`config.mk`:
```
export PLATFORM = sky130hd
export DESIGN_NAME = ternary_count_sequencer
export DESIGN_NICKNAME = d
export VERILOG_FILES = /design/src/rtl/ternary_pkg.sv /design/src/rtl/bt_compare.sv /design/src/rtl/ternary_count_sequencer.sv
export SDC_FILE = /design/constraint.sdc
export NUM_CORES = 1
export LEC_CHECK = 0
export ABC_CLOCK_PERIOD_IN_PS = 2400
export BUFFER_PORTS_ARGS = -buffer_cell sky130_fd_sc_hd__buf_2
export CAP_MARGIN = 20
export CELL_PAD_IN_SITES_DETAIL_PLACEMENT = 0
export CELL_PAD_IN_SITES_GLOBAL_PLACEMENT = 2
export CORE_MARGIN = 4
export CORE_UTILIZATION = 30
export CTS_CLUSTER_DIAMETER = 100
export DETAILED_ROUTE_END_ITERATION = 7
export PLACE_DENSITY_LB_ADDON = 0.2
export SLEW_MARGIN = 30
export SYNTH_ARGS = -nofsm -noshare
export SYNTH_HDL_FRONTEND = slang
export SYNTH_SLANG_ARGS = --single-unit
```
`constraint.sdc`:
```
create_clock -name clk -period 2.4 [get_ports clk]
set_input_delay 0.48 -clock clk [delete_from_list [all_inputs] [get_ports clk]]
set_output_delay 0.48 -clock clk [all_outputs]
set_load 0.05 [all_outputs]
```
`src/rtl/ternary_pkg.sv`:
```
// Shared trit encodings, trit type and sequencer state enum for the
// balanced-ternary counter controller.
package ternary_pkg;

    typedef logic [1:0] trit_t;

    localparam trit_t T_NEG  = 2'b01;
    localparam trit_t T_ZERO = 2'b11;
    localparam trit_t T_POS  = 2'b10;
    localparam trit_t T_ILL  = 2'b00;

    typedef enum logic [2:0] {
        S_IDLE,
        S_LOAD,
        S_RUN,
        S_TURN,
        S_DONE
    } state_t;

    // Orders legal trits as -1 -> 0, 0 -> 1, +1 -> 2 so a plain unsigned compare works.
    function automatic logic [1:0] trit_rank(input trit_t t);
        return {~t[0], t[0] & t[1]};
    endfunction

endpackage

```
`src/rtl/bt_compare.sv`:
```
// Balanced-ternary magnitude compare, MSB-first; also flags any 00 trit
// in either operand.
module bt_compare
    import ternary_pkg::*;
#(
    parameter int TRITS = 4
) (
    input  logic [2*TRITS-1:0] a_i,
    input  logic [2*TRITS-1:0] b_i,
    output logic               lt_o,
    output logic               eq_o,
    output logic               gt_o,
    output logic               illegal_o
);

    logic [TRITS-1:0] ill_t;
    logic [TRITS-1:0] diff_t;
    logic [TRITS-1:0] less_t;
    logic             decided;

    genvar gi;
    generate
        for (gi = 0; gi < TRITS; gi++) begin : g_trit
            trit_t ta;
            trit_t tb;
            assign ta          = a_i[2*gi +: 2];
            assign tb          = b_i[2*gi +: 2];
            assign ill_t[gi]   = (ta == T_ILL) || (tb == T_ILL);
            assign diff_t[gi]  = (ta != tb);
            assign less_t[gi]  = (trit_rank(ta) < trit_rank(tb));
        end
    endgenerate

    always_comb begin
        lt_o    = 1'b0;
        gt_o    = 1'b0;
        decided = 1'b0;
        for (int i = TRITS - 1; i >= 0; i--) begin
            if (!decided && diff_t[i]) begin
                decided = 1'b1;
                lt_o    = less_t[i];
                gt_o    = ~less_t[i];
            end
        end
    end

    assign eq_o      = ~(|diff_t);
    assign illegal_o = |ill_t;

endmodule

```
`src/rtl/ternary_count_sequencer.sv`:
```
// Drives load/direction of a balanced-ternary counter from start to target,
// either one-shot or bouncing between the two endpoints.
module ternary_count_sequencer
    import ternary_pkg::*;
#(
    parameter int TRITS = 4
) (
    input  logic               clk,
    input  logic               rst_n,
    input  logic               start_i,
    input  logic               stop_i,
    input  logic               mode_i,
    input  logic [2*TRITS-1:0] start_val_i,
    input  logic [2*TRITS-1:0] end_val_i,
    input  logic [2*TRITS-1:0] cnt_val_i,
    output logic               cnt_load_o,
    output logic [2*TRITS-1:0] cnt_data_o,
    output logic [1:0]         cnt_dir_o,
    output logic               busy_o,
    output logic               done_o,
    output logic               err_o
);

    localparam int W = 2 * TRITS;
    localparam logic [W-1:0] ALL_ZERO_TRITS = {TRITS{T_ZERO}};

    state_t       state_q, state_d;
    logic [W-1:0] start_q, start_d;
    logic [W-1:0] end_q, end_d;
    logic [W-1:0] target_q, target_d;
    logic         mode_q, mode_d;
    logic         err_q, err_d;

    logic [W-1:0] cmp_a, cmp_b;
    logic         cmp_lt, cmp_eq, cmp_gt, cmp_ill;

    // In IDLE the comparator vets the incoming start/end pair; otherwise it tracks the counter.
    assign cmp_a = (state_q == S_IDLE) ? start_val_i : cnt_val_i;
    assign cmp_b = (state_q == S_IDLE) ? end_val_i   : target_q;

    bt_compare #(.TRITS(TRITS)) u_cmp (
        .a_i       (cmp_a),
        .b_i       (cmp_b),
        .lt_o      (cmp_lt),
        .eq_o      (cmp_eq),
        .gt_o      (cmp_gt),
        .illegal_o (cmp_ill)
    );

    always_ff @(posedge clk or negedge rst_n) begin
        if (!rst_n) begin
            state_q  <= S_IDLE;
            start_q  <= '0;
            end_q    <= '0;
            target_q <= '0;
            mode_q   <= 1'b0;
            err_q    <= 1'b0;
        end else begin
            state_q  <= state_d;
            start_q  <= start_d;
            end_q    <= end_d;
            target_q <= target_d;
            mode_q   <= mode_d;
            err_q    <= err_d;
        end
    end

    always_comb begin
        state_d    = state_q;
        start_d    = start_q;
        end_d      = end_q;
        target_d   = target_q;
        mode_d     = mode_q;
        err_d      = 1'b0;
        cnt_load_o = 1'b0;
        cnt_data_o = ALL_ZERO_TRITS;
        cnt_dir_o  = T_ZERO;
        busy_o     = 1'b0;
        done_o     = 1'b0;

        case (state_q)
            S_IDLE: begin
                if (start_i) begin
                    if (cmp_ill) begin
                        err_d = 1'b1;
                    end else begin
                        start_d  = start_val_i;
                        end_d    = end_val_i;
                        target_d = end_val_i;
                        mode_d   = mode_i;
                        state_d  = S_LOAD;
                    end
                end
            end
            S_LOAD: begin
                busy_o = 1'b1;
                if (stop_i) begin
                    state_d = S_IDLE;
                end else begin
                    cnt_load_o = 1'b1;
                    cnt_data_o = start_q;
                    state_d    = S_RUN;
                end
            end
            S_RUN: begin
                busy_o = 1'b1;
                if (stop_i) begin
                    state_d = S_IDLE;
                end else if (cmp_ill) begin
                    err_d   = 1'b1;
                    state_d = S_IDLE;
                end else if (cmp_lt) begin
                    cnt_dir_o = T_POS;
                end else if (cmp_gt) begin
                    cnt_dir_o = T_NEG;
                end else if (cmp_eq) begin
                    // Degenerate bounce (start == end) has nothing to reverse to.
                    state_d = (mode_q && (start_q != end_q)) ? S_TURN : S_DONE;
                end
            end
            S_TURN: begin
                busy_o = 1'b1;
                if (stop_i) begin
                    state_d = S_IDLE;
                end else begin
                    target_d = (target_q == end_q) ? start_q : end_q;
                    state_d  = S_RUN;
                end
            end
            S_DONE: begin
                done_o  = 1'b1;
                state_d = S_IDLE;
            end
            default: state_d = S_IDLE;
        endcase
    end

    assign err_o = err_q;

endmodule

```
==> results of run 1 <==
==> cell type report <==
class	instances	area (um2)
Multi-Input combinational cell	175	1450
Clock buffer	7	86.3
Clock inverter	1	30.0
Inverter	4	15.0
Fill cell	691	3670
Sequential cell	29	726
Timing Repair Buffer	96	678
Tap cell	80	100
==> metal layers <==
layer,global-route usage,up-vias,wire [um]
li1,-,995,-
met1,0.258,1023,3520
met2,0.259,61,3250
met3,0.0348,12,334
met4,0.0565,0,114
met5,0,-,0
==> where the power goes <==
group          leakage, nW  switching (mW)  internal (mW)
combinational        0.903           0.368          0.427
sequential           0.350           0.192          0.626
clock               0.0585           0.193          0.338
==> through the flow <==
stage	hold WS (ns)	utilization	cells
floorplan	0.184	-	215
finish	0.250	0.457	392
global placement	0.539	0.399	374
CTS	0.264	0.434	388
detailed placement	0.551	0.399	374
global route	0.309	0.457	392
==> cell families (layout without fill, tap and decap cells) <==
kind of cell,count (synthesis),after routing,share of synthesized area
muxes,30,30,0.160
xor gates and xnor gates,26,26,0.110
and+or+nand+nor,68,69,0.185
DFF,29,29,0.349
adders and majority gates,3,3,0.0181
AOI/OAI and AO/OA,47,47,0.149
buffers and inverters,12,108,0.0295
==> synth_stat cells (2+ instances only) <==
| cell type | number |
|---|---|
| xor2_1 | 10 |
| and2_1 | 4 |
| a31o_2 | 2 |
| nor3_1 | 3 |
| o21bai_1 | 2 |
| xnor2_1 | 16 |
| a21oi_1 | 12 |
| nor2_1 | 9 |
| nand3b_1 | 2 |
| inv_1 | 4 |
| or3_1 | 9 |
| buf_6 | 2 |
| mux2_2 | 16 |
| mux2i_1 | 13 |
| nand2b_1 | 2 |
| clkbuf_1 | 5 |
| nand2_1 | 20 |
| o21ai_0 | 4 |
| o22ai_1 | 17 |
| ha_1 | 3 |
| nand4_1 | 9 |
| dfrtp_1 | 29 |
==> flip-flops by register name (all words and copies together) (netlist names) <==
| signal | count |
|---|---|
| end_q | 8 |
| err_o | 1 |
| mode_q | 1 |
| start_q | 8 |
| state_q | 3 |
| target_q | 8 |
==> repair_timing <==
item                                    CTS  global route
cloned                                    1             0
pin swaps                                 3             3
setup buffers                             5             4
endpoints found under the setup margin   10            11
hold endpoints to repair                  0             0
hold buffers                              0             0
resized for setup                        16            29
==> how the worst max path moves through the flow <==
stage                    start            to
floorplan           state_q[2]  cnt_dir_o[0]
global placement    state_q[2]  cnt_dir_o[1]
detailed placement  state_q[2]  cnt_dir_o[1]
CTS                 state_q[2]  cnt_dir_o[1]
global route        state_q[1]  cnt_dir_o[1]
finish              state_q[1]  cnt_dir_o[1]
==> out/results.ini, run 1 <==
[timing]
setup_viol=5
fin_ws_ns=-0.568
fmax_mhz=337
skew_ns=0.00407
min_period_ns=2.97
fin_crit_sh=1.24
maxSlewViolCount=0
slew-limit-headroom=0.524
grt_setup_unrepaired=true
hold_viol=0
tns_ns=-1.19
worstMarginPinSlew_ns=0.714

[die]
core_mm2=0.00676
row_count=30
num_io_pins=43
fp.dieArea_mm2=0.00833
die_w_um=91.3
start_util=0.308
die_h_um=91.3

[layout]
diodes=0
final_cell_mix=50 x buf_4, 35 x buf_2, 29 x dfrtp_1
final_common_cell=buf_4
design_area_mm2=0.00309
area_delta_synth_final_pct=48.6
drive_gt1_frac=0.474
nNetsFinal=343

[setup_path]
worst-path-stages=7
reg2regPathDepth=8
crit_buf_inv=1
crit_required_ns=1.92
critical_path.max_stage_delay_ns=0.47
cp_top_family=compound AO/OA/AOI/OAI gates
ff2ff_setup_slack_ns=0.19
crit_type=reg2out
end_kind=output pin
r2r-start=state_q[1]
path_cells=or3_4, mux2i_4, ha_4, a31o_2, a21oi_1, a2111o_2, buf_6
crit_slowest_cell=a2111o_2
path_max_fanout=8
start_kind=flip-flop
rr_endpoint=state_q[0]
worst-endpoint-arrival_ns=2.49

[grt]
first_global_vias=2076
grt_pass1_wl_mm=11.5
grt-ovfl-total=0
antenna_found_initial=0
grt_max_degree=30
grt_usage=0.176

[yosys]
yosys.area.top_type=dfrtp_1
ys_ff_latch=29
synth_warnings=0
yosysUniqueCellTypes=44
mappedNetlistNets=247
syn_avg_cell_area_um2=9.67
ys.flop_type=dfrtp_1
synth_edf_count=0
yosysTopAreaCellShare=0.349
yosysSeqAreaShare=0.349
ys_top_cells_by_area=dfrtp_1 35%, mux2_2 8.7%, xnor2_1 6.7%
synthesis.area_mm2=0.00208
synthCells=215
async_reset_ff_frac=1.00

[clock_tree]
clock_sinks=29
cts_buffer_depth=2
path_clk_slew_ns=0.07
htreeDepth=2
root_buffer=clkbuf_8
cts_tree=done
numCtsBuffers=5
clkLatencyLatePin_ns=0.28

[route]
wl_per_cell_um=18.4
drt_wl_total_mm=7.22
dr_total_vias=2091
viasPerCell=5.33
firstDrtPassIters=4
drtIter0Drc=92
ant_nets=0
drcViolationCount=0

[status]
status=complete, but fails checks
violations=setup timing

[pwr]
leakage_nw=1.31
p_total_mw=2.15
powerDensity_mw_per_mm2=695
ir_worst_vdd_v=0.000299

[place]
place.gp.congestion=0.787
portBuffers=42
dp_hpwl_mm=5.34
placed_area_mm2=0.00270
place_ws_ns=-0.388

[worst_hold_path]
hp-class=in2async

[job]
cap_violations=0

Power figures use the tool's default switching activity.
==> run 2, diff against run 1 <==
SETUP_SLACK_MARGIN = 0.5   (was default)
==> run 2 against run 1 <==
Net effect: the flow still finishes with violations (setup timing); critical path depth did not move; clock power up 3%; core utilization rose by 2.5 points; final cell count up 1.0%; largest power group is now combinational cells; highest routed layer unchanged.
==> out/results.ini, run 2 (synthesized netlist as in run 1, its figures left out) <==
[die]
num_io_pins=43
core_mm2=0.00676
row_count=30
fp.dieArea_mm2=0.00833
start_util=0.308
die_w_um=91.3
die_h_um=91.3

[status]
status=complete, but fails checks
violations=setup timing

[setup_path]
crit_required_ns=1.92
worst-endpoint-arrival_ns=2.57
ff2ff_setup_slack_ns=0.21
end_kind=output pin
startpoint=state_q[2]
path_max_fanout=7
endpoint=cnt_dir_o[1]
start_kind=flip-flop
crit_type=reg2out
r2r-start=state_q[2]
rr_endpoint=state_q[0]
reg2regPathDepth=8

[clock_tree]
hold_buffers=0
numCtsBuffers=5
htreeDepth=2
cts_buffer_depth=2
path_clk_slew_ns=0.07
cts_tree=done
clock_sinks=29
root_buffer=clkbuf_8
clkLatencyLatePin_ns=0.29

[route]
viasPerCell=5.24
wl_per_cell_um=18.9
ant_nets=0
drt_wl_total_mm=7.48
drcViolationCount=0
dr_total_vias=2075
drtIter0Drc=105
firstDrtPassIters=4

[layout]
final_cell_mix=49 x buf_4, 30 x buf_2, 29 x dfrtp_1
stdcell_count=396
diodes=0
final_common_cell=buf_4
reg_top3=end_q: 8 flops, start_q: 8 flops, target_q: 8 flops
nNetsFinal=347
area_delta_synth_final_pct=56.6
drive_gt1_frac=0.519

[pwr]
ir_worst_vdd_v=0.000378
leakage_nw=1.38
p_total_mw=2.22
powerDensity_mw_per_mm2=682

[job]
cap_violations=0

[grt]
use_met3=0.0307
first_global_vias=2142
grtUsageMet2=0.311
top_usage_layer=met2
antenna_found_initial=0
grt_max_degree=30
gr-usage-met1=0.246
grt_usage=0.186
grt-ovfl-total=0
grt_pass1_wl_mm=11.8

[timing]
hold_viol=0
setup_viol=2
fin_crit_sh=1.27
grt_setup_unrepaired=true
slew-limit-headroom=0.537
worstMarginPinSlew_ns=0.694
fin_ws_ns=-0.655
tns_ns=-1.26
hold_slack_ns=0.238
min_period_ns=3.05
skew_ns=0.00823
fmax_mhz=327
maxSlewViolCount=0

[place]
dp_hpwl_mm=5.61
portBuffers=42
place_inst=377
place.gp.congestion=0.858

[worst_hold_path]
hp-class=in2async

## run 2: final cells by class
| class | count | area, um2 |
|---|---|---|
| repair buffers | 100 | 792 |
| clock inverters | 2 | 37.5 |
| well taps | 80 | 100 |
| multi-input cells | 175 | 1500 |
| clock buffers | 6 | 82.6 |
| inverters | 4 | 15.0 |
| fillers | 653 | 3500 |
| flip-flops and latches | 29 | 726 |
## run 2: worst min path at each step
stage / startpoint / slack (ns) / endpoint / cells past startpoint
final: rst_n / 0.24 / target_q[5] / 1
after global placement: mode_q / 0.54 / mode_q / 1
after detailed placement: mode_q / 0.54 / mode_q / 1
after CTS: rst_n / 0.26 / target_q[5] / 1
after global routing: rst_n / 0.27 / end_q[1] / 1
after floorplan: rst_n / 0.18 / end_q[0] / 0
## run 2: per-stage QoR
| step | setup slack [ns] | utilization | cell area, um2 |
|---|---|---|---|
| 2_1_floorplan | -0.422 | - | 2160 |
| 3_3_place_gp | -0.359 | 0.410 | 2770 |
| 3_5_place_dp | -0.383 | 0.410 | 2770 |
| 4_1_cts | -0.643 | 0.468 | 3160 |
| 5_1_grt | -0.763 | 0.482 | 3260 |
| 6_report | -0.655 | 0.482 | 3260 |
## run 2: critical path: stages, from the launching register on
cell and delay, ns:
dfrtp_1 0.39, or3_4 0.46, mux2i_4 0.22, ha_4 0.26, nand2_4 0.08, and4bb_2 0.26, a2111o_2 0.46, buf_8 0.16
## run 2: per-layer routing
metal,routed length [um],vias to the layer above
met5,0,-
met3,289,11
met2,3700,50
met1,3360,1008
li1,-,1006
met4,131,0
## run 2: what timing repair did
| item | 4_1_cts | 5_1_grt |
|---|---|---|
| gates cloned | 1 | 0 |
| setup endpoints to repair | 15 | 39 |
| buffers inserted | 7 | 3 |
| pin swaps | 11 | 8 |
| resized for setup | 51 | 18 |
## run 2: power by group
| part | internal (mW) | leakage (nW) | total [mW] | switching [mW] |
|---|---|---|---|---|
| clock network | 0.337 | 0.0574 | 0.546 | 0.209 |
| logic | 0.458 | 0.978 | 0.858 | 0.400 |
| registers | 0.626 | 0.350 | 0.816 | 0.191 |
==> run 3, diff against run 2 <==
ABC_AREA = 1   (was default)
CORE_UTILIZATION = 27   (was 30)
==> run 3 against run 2 <==
Net effect: the flow still finishes with violations (setup timing); critical path depth increased by 7; routed wire length up 24%; final area grew 26%; first-iteration DRC count is 22% lower; die area is 29% higher; global-route usage down 2.0 points; sequential cell count stayed put; largest power group unchanged; clock power fell by 17%; synthesized cell count rose by 85%; clock-buffer cell count is 1 higher.
==> out/results.ini, run 3 <==
[worst_hold_path]
hp-class=in2async

[yosys]
ys_ff_latch=29
syn_avg_cell_area_um2=6.19
ys_top_cells_by_area=dfrtp_1 29%, nand2_1 23%, inv_1 9.1%
synth_warnings=0
synthXorXnorAreaFrac=0.0142
yosysUniqueCellTypes=25
async_reset_ff_frac=1.00
synth_edf_count=0
yosysMostFrequentCell=nand2_1
muxShareOfSynthArea=0
synthCells=398
synth_top_family_by_area=simple AND/OR/NAND/NOR gates
yosys.area.top_type=dfrtp_1
yosysSeqAreaShare=0.294
synthSimpleGateAreaFrac=0.406
ys.flop_type=dfrtp_1
yosysTopAreaCellShare=0.294
synthAdderAreaFrac=0.0152
synth_compound_area_frac=0.142
mappedNetlistNets=430
synthTopCellsByCount=154 x nand2_1, 60 x inv_1, 33 x nand3_1
synthesis.area_mm2=0.00246

[place]
portBuffers=42
place.gp.congestion=0.794
place_ws_ns=-0.334
dp_hpwl_mm=6.47
placed_area_mm2=0.00318

[clock_tree]
clkLatencyLatePin_ns=0.28
numCtsBuffers=5
path_clk_slew_ns=0.07
root_buffer=clkbuf_8
cts_tree=done
cts_buffer_depth=2
htreeDepth=2
clock_sinks=29

[status]
violations=setup timing
status=complete, but fails checks

[timing]
fmax_mhz=351
fin_crit_sh=1.19
skew_ns=0.00574
min_period_ns=2.85
setup_viol=2
hold_viol=0
grt_setup_unrepaired=true
worstMarginPinSlew_ns=0.690
tns_ns=-0.835
slew-limit-headroom=0.540
fin_ws_ns=-0.450
maxSlewViolCount=0

[setup_path]
crit_type=reg2out
startpoint=state_q[0]
critical_path.max_stage_delay_ns=0.42
reg2regPathDepth=16
path_max_fanout=7
end_kind=output pin
worst-endpoint-arrival_ns=2.37
path_cells=nor2_4, buf_6, nand2_8, o21ai_4, inv_2, ha_4, nand2_4, nor2_4, inv_2, nand4_1, nor2_1, nor2_2, nand2_4, buf_8
r2r-start=state_q[0]
ff2ff_setup_slack_ns=0.05
crit_required_ns=1.92
start_kind=flip-flop
crit_slowest_cell=dfrtp_1

[die]
fp.dieArea_mm2=0.0107
start_util=0.280
num_io_pins=43
row_count=34
die_w_um=104
die_h_um=104
core_mm2=0.00881

[layout]
area_delta_synth_final_pct=66.1
multi_input_area_mm2=0.00185
diodes=0
nNetsFinal=548
final_cell_mix=126 x nand2_1, 59 x buf_4, 56 x inv_1
final_common_cell=nand2_1
drive_gt1_frac=0.416
ff_latch_area_um2=726
design_area_mm2=0.00409
fill_cells=907
reg_top3=end_q: 8 flops, start_q: 8 flops, target_q: 8 flops

[route]
viasPerCell=4.64
wl_met1_mm=4.45
wl_met3_um=297
drcViolationCount=0
drtIter0Drc=82
drt_wl_total_mm=9.24
dr_total_vias=2902
routed.top_layer=met4
wl_met2_mm=4.44
ant_nets=0
wl_per_cell_um=14.8
firstDrtPassIters=4

[grt]
first_global_vias=2815
grt_max_degree=30
antenna_found_initial=0
grt-ovfl-total=0
grt_usage=0.166
grt_pass1_wl_mm=14.4

[pwr]
leakage_nw=2.16
ir_worst_vdd_v=0.000389
powerDensity_mw_per_mm2=1190

[job]
cap_violations=0

run 3: changes by cell type after synthesis, sizes merged, moves of 5 or more:
cell / previous run / this run
nand2: 20 / 160
inv: 4 / 63
nand3: 2 / 33
o21ai: 4 / 33
nor2: 9 / 31
mux2: 16 / 0
xnor2: 16 / 0
mux2i: 14 / 0
o22ai: 17 / 8
or3: 9 / 0
xor2: 10 / 4
buf: 3 / 8
run 3: per-layer routing:
metal	up-vias	track usage
met5	-	0
met3	7	0.0255
li1	1498	-
met1	1343	0.235
met4	0	0.0228
met2	54	0.275
run 3: stage by stage:
stage	total power, mW	cells	util	hold WS, ns
after global routing	5.27	625	0.465	0.304
after CTS	4.33	611	0.416	0.270
final	4.86	625	0.465	0.239
after detailed placement	3.47	588	0.361	0.496
after global placement	3.45	588	0.361	0.482
after floorplan	2.62	398	-	0.184
run 3: final cells by class:
type | count | area share
multi-input combinational | 300 | 0.453
timing repair buffer | 117 | 0.253
sequential | 29 | 0.177
inverter | 63 | 0.0596
tap | 108 | 0.0330
clock buffer | 7 | 0.0235
clock inverter | 1 | 0.00122
run 3: repair_timing:
action	in CTS	in global routing
setup buffers	11	14
gates resized for setup	54	76
endpoints found under the setup margin	40	41
cloned	4	0
hold buffers	0	0
pin swaps	8	28
run 3: power by group:
| part | switching [mW] | total [mW] | leakage, nW | internal (mW) |
|---|---|---|---|---|
| Sequential | 0.213 | 0.898 | 0.372 | 0.685 |
| Combinational | 1.98 | 3.51 | 1.73 | 1.53 |
| Clock | 0.196 | 0.455 | 0.0542 | 0.259 |
| Total | 2.39 | 4.86 | 2.16 | 2.48 |
run 3: path summary, 6_finish.rpt:
check / endpoint
worst max-delay path: cnt_dir_o[1]
worst min-delay path: end_q[2]
worst max register to register: end_q[5]
worst min register to register: mode_q
max in group asynchronous: start_q[5]
min in group clk: mode_q
run 3: worst max-delay path: cells and delay by family, from the launching register on:
kind	cells	cell delay [ns]
AND/OR/NAND/NOR	8	0.80
AO/OA/AOI/OAI	1	0.19
flip-flops	1	0.42
adder cells (fa/ha/maj)	1	0.28
buffers and inverters	4	0.40
run 3: cells by family after synthesis:
logic type | after synthesis
adder cells (fa/ha/maj) | 3
AND/OR/NAND/NOR | 234
AO/OA/AOI/OAI | 56
XOR/XNOR | 4
buffers and inverters | 72
flip-flops | 29
